$ cat src/rtl/lram_mem.sv
// Parametrised single-clock LUTRAM table with a post-reset clear sweep and a
// one-stage valid/ready read channel. Define LRAM_BYPASS_EN for write-first collisions.
module lram_mem #(
    parameter int               WIDTH     = 8,
    parameter int               DEPTH     = 64,
    parameter int               AW        = $clog2(DEPTH),
    parameter logic [WIDTH-1:0] CLEAR_VAL = '0
) (
    input  logic             clock,
    input  logic             reset,
    output logic             init_done,
    input  logic             wr_en,
    input  logic [AW-1:0]    wr_addr,
    input  logic [WIDTH-1:0] wr_data,
    input  logic             rd_req_valid,
    output logic             rd_req_ready,
    input  logic [AW-1:0]    rd_addr,
    output logic             rd_rsp_valid,
    input  logic             rd_rsp_ready,
    output logic [WIDTH-1:0] rd_rsp_data
);

    typedef enum logic {CLEAR = 1'b0, RUN = 1'b1} state_t;

    typedef struct packed {
        logic             we;
        logic [AW-1:0]    addr;
        logic [WIDTH-1:0] data;
    } wreq_t;

    typedef struct packed {
        logic             valid;
        logic [WIDTH-1:0] data;
    } rsp_t;

    state_t           state_q, state_d;
    logic [AW-1:0]    clr_addr_q, clr_addr_d;
    logic             init_done_q, init_done_d;
    rsp_t             rsp_q, rsp_d;
    wreq_t            mw;
    logic [WIDTH-1:0] mem [DEPTH];
    logic [WIDTH-1:0] rd_word;
    logic             accept;
    logic             consume;

    // Sweep sequencer: one CLEAR_VAL write per cycle, then RUN forever.
    always_comb begin
        state_d     = state_q;
        clr_addr_d  = clr_addr_q;
        init_done_d = init_done_q;
        mw.we       = 1'b0;
        mw.addr     = wr_addr;
        mw.data     = wr_data;
        case (state_q)
            CLEAR: begin
                mw.we      = 1'b1;
                mw.addr    = clr_addr_q;
                mw.data    = CLEAR_VAL;
                clr_addr_d = clr_addr_q + AW'(1);
                if (clr_addr_q == AW'(DEPTH - 1)) begin
                    state_d     = RUN;
                    init_done_d = 1'b1;
                end
            end
            RUN: begin
                mw.we = wr_en;
            end
            default: begin
                state_d = CLEAR;
            end
        endcase
    end

    always_ff @(posedge clock or negedge reset) begin
        if (!reset) begin
            state_q     <= CLEAR;
            clr_addr_q  <= '0;
            init_done_q <= 1'b0;
        end else begin
            state_q     <= state_d;
            clr_addr_q  <= clr_addr_d;
            init_done_q <= init_done_d;
        end
    end

    // Storage is deliberately unreset; the sweep defines its contents.
    always_ff @(posedge clock) begin
        if (mw.we)
            mem[mw.addr] <= mw.data;
    end

    assign rd_req_ready = init_done_q & (~rsp_q.valid | rd_rsp_ready);
    assign accept       = rd_req_valid & rd_req_ready;
    assign consume      = rsp_q.valid & rd_rsp_ready;

`ifdef LRAM_BYPASS_EN
    // Accept implies RUN, so a raw wr_en here is a real write.
    assign rd_word = (wr_en && (wr_addr == rd_addr)) ? wr_data : mem[rd_addr];
`else
    assign rd_word = mem[rd_addr];
`endif

    always_comb begin
        rsp_d = rsp_q;
        if (accept) begin
            rsp_d.valid = 1'b1;
            rsp_d.data  = rd_word;
        end else if (consume) begin
            rsp_d.valid = 1'b0;
        end
    end

    always_ff @(posedge clock or negedge reset) begin
        if (!reset)
            rsp_q <= '0;
        else
            rsp_q <= rsp_d;
    end

    assign init_done    = init_done_q;
    assign rd_rsp_valid = rsp_q.valid;
    assign rd_rsp_data  = rsp_q.data;

endmodule
$ cat config.mk
export PLATFORM = sky130hd
export DESIGN_NAME = lram_mem
export DESIGN_NICKNAME = d
export VERILOG_FILES = /design/src/rtl/lram_mem.sv
export SDC_FILE = /design/constraint.sdc
export NUM_CORES = 1
export LEC_CHECK = 0
export BUFFER_PORTS_ARGS = -buffer_cell sky130_fd_sc_hd__buf_2
export CORE_MARGIN = 2
export CORE_UTILIZATION = 51
export DETAILED_ROUTE_END_ITERATION = 7
export GPL_TIMING_DRIVEN = 0
export PLACE_DENSITY = 0.79
export SLEW_MARGIN = 20
export SYNTH_ARGS = -nofsm -noshare
export SYNTH_HDL_FRONTEND = slang
export SYNTH_SLANG_ARGS = --single-unit
export TNS_END_PERCENT = 5
$ cat constraint.sdc
create_clock -name clock -period 5.1 [get_ports clock]
set_clock_uncertainty 0.1 [all_clocks]
set_input_delay 1.02 -clock clock [delete_from_list [all_inputs] [get_ports clock]]
set_output_delay 1.02 -clock clock [all_outputs]
set_load 0.01 [all_outputs]
Word level (Yosys, flattened, before mapping). Memory sizes are Yosys's and may differ from the RTL's. A register that Yosys moved wholly into a read port is not among the register bits. Index checks and enable logic that the tools add are counted.

Flip-flop bits (word level): 9. RAM bits: 512. Bits of input ports: 25. Output and inout port bits: 11. Word-level logic and storage cells: 24. Memories: 1.

Add/sub/neg operators: 1. Equality and inequality tests: 1. Mux-type cells: 8. Bitwise logic cells: 6. Reductions and logical operators: 3.

Memory list: mem (words 64, width 8, rd ports 1, clocked after memory_dff 1, write ports 1, line 41) `logic [WIDTH-1:0] mem [DEPTH];`.

Operator list (number): $mux 14 (1); $add 6x1->6 const B (1); $eq 6x6->1 const B (1); $mux 1 (6); $and 1x1->1 (3); $not 1->1 (2); $pmux 1 s2 (1); $reduce_and 2->1 (1); $reduce_bool 2->1 (1); $logic_not 1->1 (1); $or 1x1->1 (1).

Longest topological paths before layout.
Depth in word-level cells: 5. Gate-level depth with buffers: 10. Mapped depth without buffers: 6.

Worst setup path before layout. Ideal clock, no wire load.

Path kind: input to register. From: input rd_addr[4]. To: register, netlist name rd_rsp_data[0]. Setup time: 0.127 ns. Arrival time: 2.691 ns. Data required time: 4.873 ns. Setup slack: 2.182 ns. Cell stages on the path: 8. Buffers on the path: 2. Cell sequence: clkbuf_1 clkbuf_1 mux4_2 mux4_2 o22ai_1 a21oi_1 a21oi_1 o21ai_1.

RTL lines: from (decl) (line 17) `input logic [AW-1:0] rd_addr,`.

==> reports/results.ini <==
[placed_design]
gp_congestion=0.916
port_buffers=31
dp_hpwl_um=29000
place_ws_ns=1.06

[timing]
tightestPinTransition_ns=0.900
rsz0062_at_grt=no
finalWorstSetupSlack_ns=1.57
drv_slew=0
fmax_mhz=284
layout_min_cycle_time_ns=3.53
setup_viol=0
holdWs_ns=0.282
hold_viol=0
min_period_over_period_pct=69.2
max_slew_margin_pct=39.8
tns_ns=0

[critical_path]
critPathMaxFanout=10
r2r-end=mem[41][2]$_DFFE_PP_
cp-end-kind=flip-flop
critPathBufInv=3
arrival_ns=3.93
cp_top_family=buffers and inverters
reg2reg_from=state_q$_DFF_PN0_
r2r_cells=6
path_common_cell=clkbuf_1
crit_type=primary input to flip-flop
cpPeakStageDelay_ns=0.62
start_kind=primary input
crit_chain=clkbuf_1, clkbuf_1, nor2_1, clkbuf_1, a22oi_1, nand3_1, a41oi_1, a21oi_1, o21ai_1
required_ns=5.50
cp_slowest_cell=clkbuf_1
ff2ff_setup_slack_ns=2.14

[synthesis]
yosys.area.top_type=edfxtp_1
synth_nets=1135
netlist_area_um2=20900
syn-instance-count=1109
ys_warn_count=0
synth_area_leaders=edfxtp_1 73%, mux2i_1 6.6%, mux4_2 6.1%
synth.distinct_cells=37
ys_ff_latch=529
synth_top_cell_area_share_pct=73.5
seq_area_frac_synth_pct=75.5
syn_area_per_cell_um2=18.9

[die]
coreArea_um2=40600
die_y_um=207
initial_core_util_pct=51.5
rows=74
dieArea_um2=42700
fp.dieW_um=207
ios=36

[clock_network]
cts_tree=yes
cts_max_path_buffers=3
clock_latency_ns=0.58
cts_buffers=51
cts_resized=0
cts.sinks=529
clockRootBuffer=clkbuf_16
cts_hold_buf=0
cts.htree.levels=2
cts_setup_buffers=0
path_clk_slew_ns=0.07

[detailed_routing]
drt-total-wl_um=46100
num_vias=11000
drc=0
wire_per_inst_um=26.1
ant_nets=0
vias_per_cell=6.22
drt_iter0_markers=1267
dr.pass1.iters=7

[pwr]
combPwrFrac_pct=2.4
power_per_cell_area_nw_per_um2=372
swShare_pct=19.3
p_sw_uw=1690
p_leak_uw=0.00657
ir_drop_v=0.000413
sequentialPowerShare_pct=53.6
clkPwrFrac_pct=44.0
p_int_uw=7060

[worst_hold_path]
hp-class=primary input to asynchronous set/reset pin

[global_route]
antenna_found_initial=0
grt.overflow.total=0
grt_max_degree=65
grt_pass1_vias=11000
grt_pass1_wl_um=68400
track_usage_pct=22.2

[final_layout]
diodes=0
drive_gt1_share_pct=16.9
mostFrequentLayoutCells=512 x edfxtp_1, 137 x mux2i_1, 70 x nor2_1
nets=1220
area.growth.synth_to_final_pct=12.3
final_common_cell=edfxtp_1

[flow_run]
maxCapViolCount=0

[outcome]
outcome=finished, final reports clean

## synthesized netlist by cell type
master    instances
buf_1             2
o22a_1            1
nand2_1          39
xor2_1            2
mux4_2           57
xnor2_1           3
nor2b_1           6
a41oi_1           8
buf_4             4
o32ai_1           2
and2_1           10
nor3_1            1
nor2_1           70
inv_1             3
a22oi_1          57
o21a_1            1
o21ai_1           8
mux2_2           10
o32a_1            2
mux4_1           15
buf_8             1
a32o_1            1
buf_2            20
buf_6             3
a41o_1            2
o21ai_0           2
dfrtp_1          17
buf_12            1
a22o_1            1
nand2b_1          8
nand3_1          36
a21oi_1          25
mux2i_1         137
clkbuf_1         32
edfxtp_1        512
o22ai_1           9
ha_1              1
## per-stage QoR
step,total power [uW],instance area (um^2),std cells,util [%]
floorplan,4920,20900,1109,-
global placement,4990,21700,1672,53.5
detailed placement,4990,21800,1673,53.6
CTS,8770,23500,1767,57.8
global route,8960,23500,1767,57.8
finish,8750,23500,1767,57.8
## how the worst max path moves through the flow
stage	end	slack, ns	start	cells after the start
floorplan	rd_rsp_data[0]$_DFFE_PN0P_	2.18	rd_addr[4]	8
global placement	rd_rsp_data[1]$_DFFE_PN0P_	1.14	rd_addr[4]	9
detailed placement	rd_rsp_data[1]$_DFFE_PN0P_	1.06	rd_addr[4]	9
CTS	rd_rsp_data[1]$_DFFE_PN0P_	1.60	rd_addr[4]	9
global route	rd_rsp_data[1]$_DFFE_PN0P_	1.51	rd_addr[4]	9
finish	rd_rsp_data[1]$_DFFE_PN0P_	1.57	rd_addr[4]	9
## metal layers
layer	GRT usage (%)	share of wire, %	up-vias
met5	0	0	-
met4	9.01	4.1	0
met3	3.53	8.7	137
met2	37.0	49	584
met1	29.4	38	5605
li1	-	-	4667
## layout make-up
class                           instances  area [um^2]
Sequential cell                       529        15800
Fill cell                            2863        17100
Clock inverter                         34          367
Timing Repair Buffer                   32          175
Inverter                                3         11.3
Multi-Input combinational cell        514         4800
Tap cell                              532          666
Clock buffer                           60         1350
Buffer                                 63          327
## power groups by stage
stage | Sequential, uW | Combinational [uW] | Clock (uW)
6_report | 4690 | 208 | 3850
5_1_grt | 4690 | 219 | 4050
4_1_cts | 4690 | 207 | 3870
3_5_place_dp | 4780 | 205 | 0
3_3_place_gp | 4780 | 202 | 0
2_1_floorplan | 4780 | 138 | 0
## cells by family (layout without fill, tap and decap cells)
group,Yosys count,in the layout,synth area share (%)
adders and majority gates,1,1,0.0598
and+or+nand+nor,170,170,3.56
buffers and inverters,66,192,1.61
xor gates and xnor gates,5,5,0.209
DFF,529,529,75.5
AOI/OAI and AO/OA,119,119,3.93
muxes,219,219,15.1
## flip-flops by register name, indices dropped and copies added, names as in the netlist
signal,flops
rd_rsp_data,8
state_q,1
rd_rsp_valid,1
init_done,1
mem,512
clr_addr_q,6
No activity file was read; power rests on OpenSTA's default activity.
